`src/rtl/gpr_file_sb_pkg.sv`:
```
// Shared defines for the scoreboarded general-purpose register file:
// default geometry, the hardwired-zero register index and the register reset value.
package gpr_file_sb_pkg;

  localparam int GPR_XLEN     = 32;
  localparam int GPR_NREG     = 32;
  localparam int GPR_ZERO_REG = 0;
  localparam bit GPR_RST_BIT  = 1'b0;  // replicated to XLEN bits at use sites

endpackage : gpr_file_sb_pkg

```
`src/rtl/gpr_file_sb_bypass_mux.sv`:
```
// Per-read-port write-first bypass: forwards the highest-index enabled write
// to the read address, otherwise passes the stored register value through.
module gpr_bypass_mux
  import gpr_file_sb_pkg::*;
#(
  parameter int XLEN = GPR_XLEN,
  parameter int AW   = 5,
  parameter int NWP  = 2
) (
  input  logic [XLEN-1:0]     reg_val,
  input  logic [NWP-1:0]      wr_en,
  input  logic [NWP*AW-1:0]   wr_addr,
  input  logic [NWP*XLEN-1:0] wr_data,
  input  logic [AW-1:0]       rd_addr,
  output logic [XLEN-1:0]     rd_data,
  output logic                hit
);

  always_comb begin
    // NOTE: every output gets a default before the loop, otherwise a read
    // with no matching write would hold its old value and infer a latch.
    rd_data = reg_val;
    hit     = 1'b0;
    // Ascending scan so the highest-index matching port is applied last.
    for (int w = 0; w < NWP; w++) begin
      if (wr_en[w] && (wr_addr[w*AW +: AW] == rd_addr) &&
          (rd_addr != AW'(GPR_ZERO_REG))) begin
        rd_data = wr_data[w*XLEN +: XLEN];
        hit     = 1'b1;
      end
    end
  end

endmodule : gpr_bypass_mux

```
`src/rtl/gpr_file_sb.sv`:
```
// Multi-ported register file with hardwired-zero r0, write-first read bypass
// and a per-register pending (busy) scoreboard driven by issue/write/flush.
module gpr_file_sb
  import gpr_file_sb_pkg::*;
#(
  parameter  int XLEN = GPR_XLEN,
  parameter  int NREG = GPR_NREG,
  parameter  int NRP  = 2,
  parameter  int NWP  = 2,
  localparam int AW   = $clog2(NREG)
) (
  input  logic                clk,
  input  logic                rst,
  input  logic [NRP*AW-1:0]   rd_addr,
  output logic [NRP*XLEN-1:0] rd_data,
  output logic [NRP-1:0]      rd_busy,
  input  logic [NWP-1:0]      wr_en,
  input  logic [NWP*AW-1:0]   wr_addr,
  input  logic [NWP*XLEN-1:0] wr_data,
  input  logic                iss_en,
  input  logic [AW-1:0]       iss_rd,
  input  logic                flush,
  output logic                busy_any
);

  localparam logic [AW-1:0] ZERO_IDX = AW'(GPR_ZERO_REG);

  logic [XLEN-1:0] regs [NREG];
  logic [NREG-1:0] busy;
  logic [NREG-1:0] busy_nxt;
  logic [NWP-1:0]  byp_wr_en;

  // Writes blocked by reset must not be visible through the bypass either.
  assign byp_wr_en = wr_en & {NWP{~rst}};

  always_comb begin
    busy_nxt = flush ? '0 : busy;
    for (int w = 0; w < NWP; w++) begin
      if (wr_en[w]) busy_nxt[wr_addr[w*AW +: AW]] = 1'b0;
    end
    // Issue is applied last so it wins over a same-cycle write or flush.
    if (iss_en && (iss_rd != ZERO_IDX)) busy_nxt[iss_rd] = 1'b1;
  end

  always_ff @(posedge clk) begin
    if (rst) begin
      // NOTE: the array is reset explicitly because architectural state must
      // read as zero after reset; state uses non-blocking assignments only.
      for (int r = 0; r < NREG; r++) regs[r] <= {XLEN{GPR_RST_BIT}};
      busy     <= '0;
      busy_any <= 1'b0;
    end else begin
      for (int w = 0; w < NWP; w++) begin
        if (wr_en[w] && (wr_addr[w*AW +: AW] != ZERO_IDX))
          regs[wr_addr[w*AW +: AW]] <= wr_data[w*XLEN +: XLEN];
      end
      busy     <= busy_nxt;
      busy_any <= |busy;
    end
  end

  for (genvar p = 0; p < NRP; p++) begin : g_rd
    logic [AW-1:0] ra;
    logic          hit;

    assign ra = rd_addr[p*AW +: AW];

    gpr_bypass_mux #(
      .XLEN (XLEN),
      .AW   (AW),
      .NWP  (NWP)
    ) u_bypass_mux (
      .reg_val (regs[ra]),
      .wr_en   (byp_wr_en),
      .wr_addr (wr_addr),
      .wr_data (wr_data),
      .rd_addr (ra),
      .rd_data (rd_data[p*XLEN +: XLEN]),
      .hit     (hit)
    );

    // A bypassed write retires the pending mark unless it is re-issued now.
    assign rd_busy[p] = busy[ra] & ~(hit & ~(iss_en && (iss_rd == ra)));
  end

endmodule : gpr_file_sb

```
`config.mk`:
```
export PLATFORM = sky130hd
export DESIGN_NAME = gpr_file_sb
export DESIGN_NICKNAME = d
export VERILOG_FILES = /design/src/rtl/gpr_file_sb_pkg.sv /design/src/rtl/gpr_file_sb_bypass_mux.sv /design/src/rtl/gpr_file_sb.sv
export SDC_FILE = /design/constraint.sdc
export NUM_CORES = 2
export LEC_CHECK = 0
export CORE_ASPECT_RATIO = 1.1
export CORE_MARGIN = 2
export CORE_UTILIZATION = 25
export DETAILED_ROUTE_END_ITERATION = 16
export MAX_ROUTING_LAYER = met4
export PLACE_DENSITY_LB_ADDON = 0.1
export SYNTH_ARGS = -nofsm -noshare
export SYNTH_HDL_FRONTEND = slang
export SYNTH_HIERARCHICAL = 1
export SYNTH_SLANG_ARGS = --single-unit
export TNS_END_PERCENT = 100
```
`constraint.sdc`:
```
create_clock -name clk -period 10.32 [get_ports clk]
set_clock_uncertainty 0.1 [all_clocks]
set_input_delay 1.032 -clock clk [delete_from_list [all_inputs] [get_ports clk]]
set_output_delay 1.032 -clock clk [all_outputs]
set_load 0.02 [all_outputs]
```
==> qor.txt <==
I/O Buffers -> 161
worst slew pin tran -> 1.308 ns
minimum clock period -> 6.593 ns
Seq/Total Area, Yosys -> 0.5041
most frequent cells in the layout -> edfxtp_1 (1024), a22o_1 (989), mux4_2 (652)
fin worst setup slack -> 3.727 ns
share of layout cells above drive strength 1 -> 0.2951
Sw Ratio -> 0.2834
CP endpoint kind -> primary output
Post-CTS Setup Repair Bufs -> 0
post-synthesis cell count -> 4103
CTS tree -> done
DRC -> 0
Gate power share -> 0.158
largest net degree at the start of global routing -> 124
top cell type's share of synthesized area -> 0.4935
DP Wirelength -> 170000 um
Post-synth EDFFs -> 1024
H-Tree Depth -> 4
Worst setup SP type -> primary input
Fmax achieved -> 0.1517 GHz
CP Data Arrival Time -> 5.46 ns
share of flip-flops with an asynchronous set or reset -> 0
CP required -> 9.19 ns
hold_ws -> 0.3826 ns
final setup vio count -> 0
most common cell after layout, fill and taps aside -> edfxtp_1
post_cts resized -> 0
Vias -> 44.99k
relative slew slack -> 0.1279
Synth area leader -> edfxtp_1
RSZ-0062 raised after global routing -> no
Static Leak -> 0.02290 uW
CTS root buffer -> clkbuf_16
Final Wtd Congestion -> 0.7926
Num CTS Buffers -> 139
syn avg cell area -> 15.19 um2
Distinct cells, synth -> 53
Reg area -> 31410 um2
DRC marker count from the first detailed-route iteration -> 5299
final-report hold violation count -> 0
CTS max path bufs -> 3
initial core utilization -> 0.2509
drt total wl -> 323300 um
Psw -> 3279 uW
gr usage total -> 0.2578
Final nets -> 4121
outcome -> finished clean
clk_lat worst skew -> 0.80 ns
Reg power frac -> 0.440
Routed WL per cell -> 43.53 um
Overflow after GRT -> 0
DP Worst Slack -> 3.688 ns
clock group share of total power -> 0.401
max-cap check violation count -> 0
Layout area overhead -> 15.21%
die width -> 480.0 um
post-DR vias/cell -> 6.059
Max FO, Critical Path -> 33
Reg clk slew, reported paths -> 0.05 ns
worst vdd ir -> 0.1826 mV
io pins -> 162
# hold bufs at CTS -> 0
post-route setup TNS -> 0 ns
min-delay worst type -> flop to flop
drt pass-1 iters -> 5
crit path kind -> primary input to primary output
FP Rows -> 192
first-pass GRT wire length -> 430200 um
# fillers -> 24.75k
Max Slew Vio Count -> 0
antenna violations before repair -> 17
final antenna-violating net count -> 0
Cell Pwr Density -> 161.2 nW/um2
largest cells by area after synthesis -> edfxtp_1 (49%), mux4_2 (24%), a22o_1 (14%), clkbuf_1 (2.9%), mux2_2 (1.2%)
placeable core area -> 248400 um2
top_reg_cell synth -> edfxtp_1
Yosys reg bits -> 1057
Post-Syn Area -> 62310 um2
die area -> 253300 um2
P_int -> 8292 uW
synthesis warning total -> 6
vias in the first global route -> 45.36k
area of the multi-input gates -> 28600 um2
clk sink count -> 1057
Final Cycle Share -> 0.6389
die height -> 527.6 um
stage by stage:
step | instances | util | cell area (um2) | power, uW
finish | 7426 | 0.2890 | 71790 | 11570
global route | 7422 | 0.2890 | 71780 | 11900
CTS | 7418 | 0.2889 | 71770 | 11650
detailed placement | 7183 | 0.2723 | 67640 | 7011
global placement | 7183 | 0.2723 | 67640 | 7010
floorplan | 4134 | - | 62430 | 6190
critical path, stage by stage:
cell	delay, ns
clkbuf_8	0.33
buf_4	0.80
xnor2_1	0.16
nand4_1	0.13
buf_4	0.60
or2_4	0.92
o21ai_1	0.16
a32o_1	0.26
nor3_1	0.28
clkdlybuf4s50_1	0.69
cell usage after synthesis, drive strengths merged (2+ instances only):
| cell | number |
|---|---|
| edfxtp | 1024 |
| a22o | 989 |
| mux4 | 652 |
| clkbuf | 479 |
| buf | 139 |
| nor3 | 104 |
| or3 | 82 |
| o21ai | 74 |
| inv | 66 |
| a31oi | 64 |
| mux2 | 64 |
| nor2 | 63 |
| nand2 | 37 |
| dfxtp | 33 |
| o22ai | 24 |
| xnor2 | 22 |
| nand3 | 21 |
| nand2b | 20 |
| nor2b | 18 |
| nor4 | 16 |
| a21oi | 13 |
| mux2i | 12 |
| o211ai | 12 |
| a32o | 11 |
| nand4 | 10 |
| xor2 | 8 |
| nand3b | 6 |
| or2 | 6 |
| and2 | 5 |
| nor3b | 5 |
| a211oi | 4 |
| and3 | 3 |
| or3b | 3 |
| a311oi | 2 |
| or4 | 2 |
final cells by class:
| type | instances | area share |
|---|---|---|
| Clock inverter | 54 | 0.005821 |
| Timing Repair Buffer | 369 | 0.04540 |
| Multi-Input combinational cell | 2393 | 0.3984 |
| Clock buffer | 181 | 0.05166 |
| Tap cell | 3298 | 0.05748 |
| Antenna cell | 8 | 0.0002789 |
| Inverter | 66 | 0.003451 |
| Sequential cell | 1057 | 0.4375 |
path summary, 6_finish.rpt:
check	from	endpoint	depth (start not counted)	slack, ns
max	rd_addr[2]	rd_busy[0]	10	3.73
max reg2reg	busy[25]	busy_any	4	8.78
min reg2reg	busy[0]	busy[0]	2	0.38
min	busy[0]	busy[0]	2	0.38
power by group through the flow:
stage,combinational (uW),clock (uW),sequential (uW)
after floorplan,1060,0,5130
after global placement,1840,0,5170
after detailed placement,1830,0,5180
after CTS,1840,4730,5090
after global routing,1890,4890,5120
final,1830,4640,5090
flip-flops by register name (all words and copies together) (netlist names):
register / count
regs: 1024
busy: 32
busy_any: 1
layer usage:
| layer | part of all wire | vias to the layer above | GRT usage |
|---|---|---|---|
| met4 | 0.033 | 0 | 0.07874 |
| li1 | - | 17320 | - |
| met5 | 0 | - | - |
| met3 | 0.070 | 481 | 0.04421 |
| met1 | 0.43 | 24940 | 0.3474 |
| met2 | 0.47 | 2256 | 0.3961 |
kinds of logic after synthesis:
kind of cell           count (synthesis)  share of synthesized area
AO/OA/AOI/OAI                       1198                     0.1598
XOR/XNOR                              30                   0.004217
buffers and inverters                684                    0.04761
flip-flops                          1057                     0.5041
multiplexers                         728                     0.2491
other                                  1                 0.00006018
AND/OR/NAND/NOR                      405                    0.03512
Note: power is estimated with default switching activity, not from simulation.
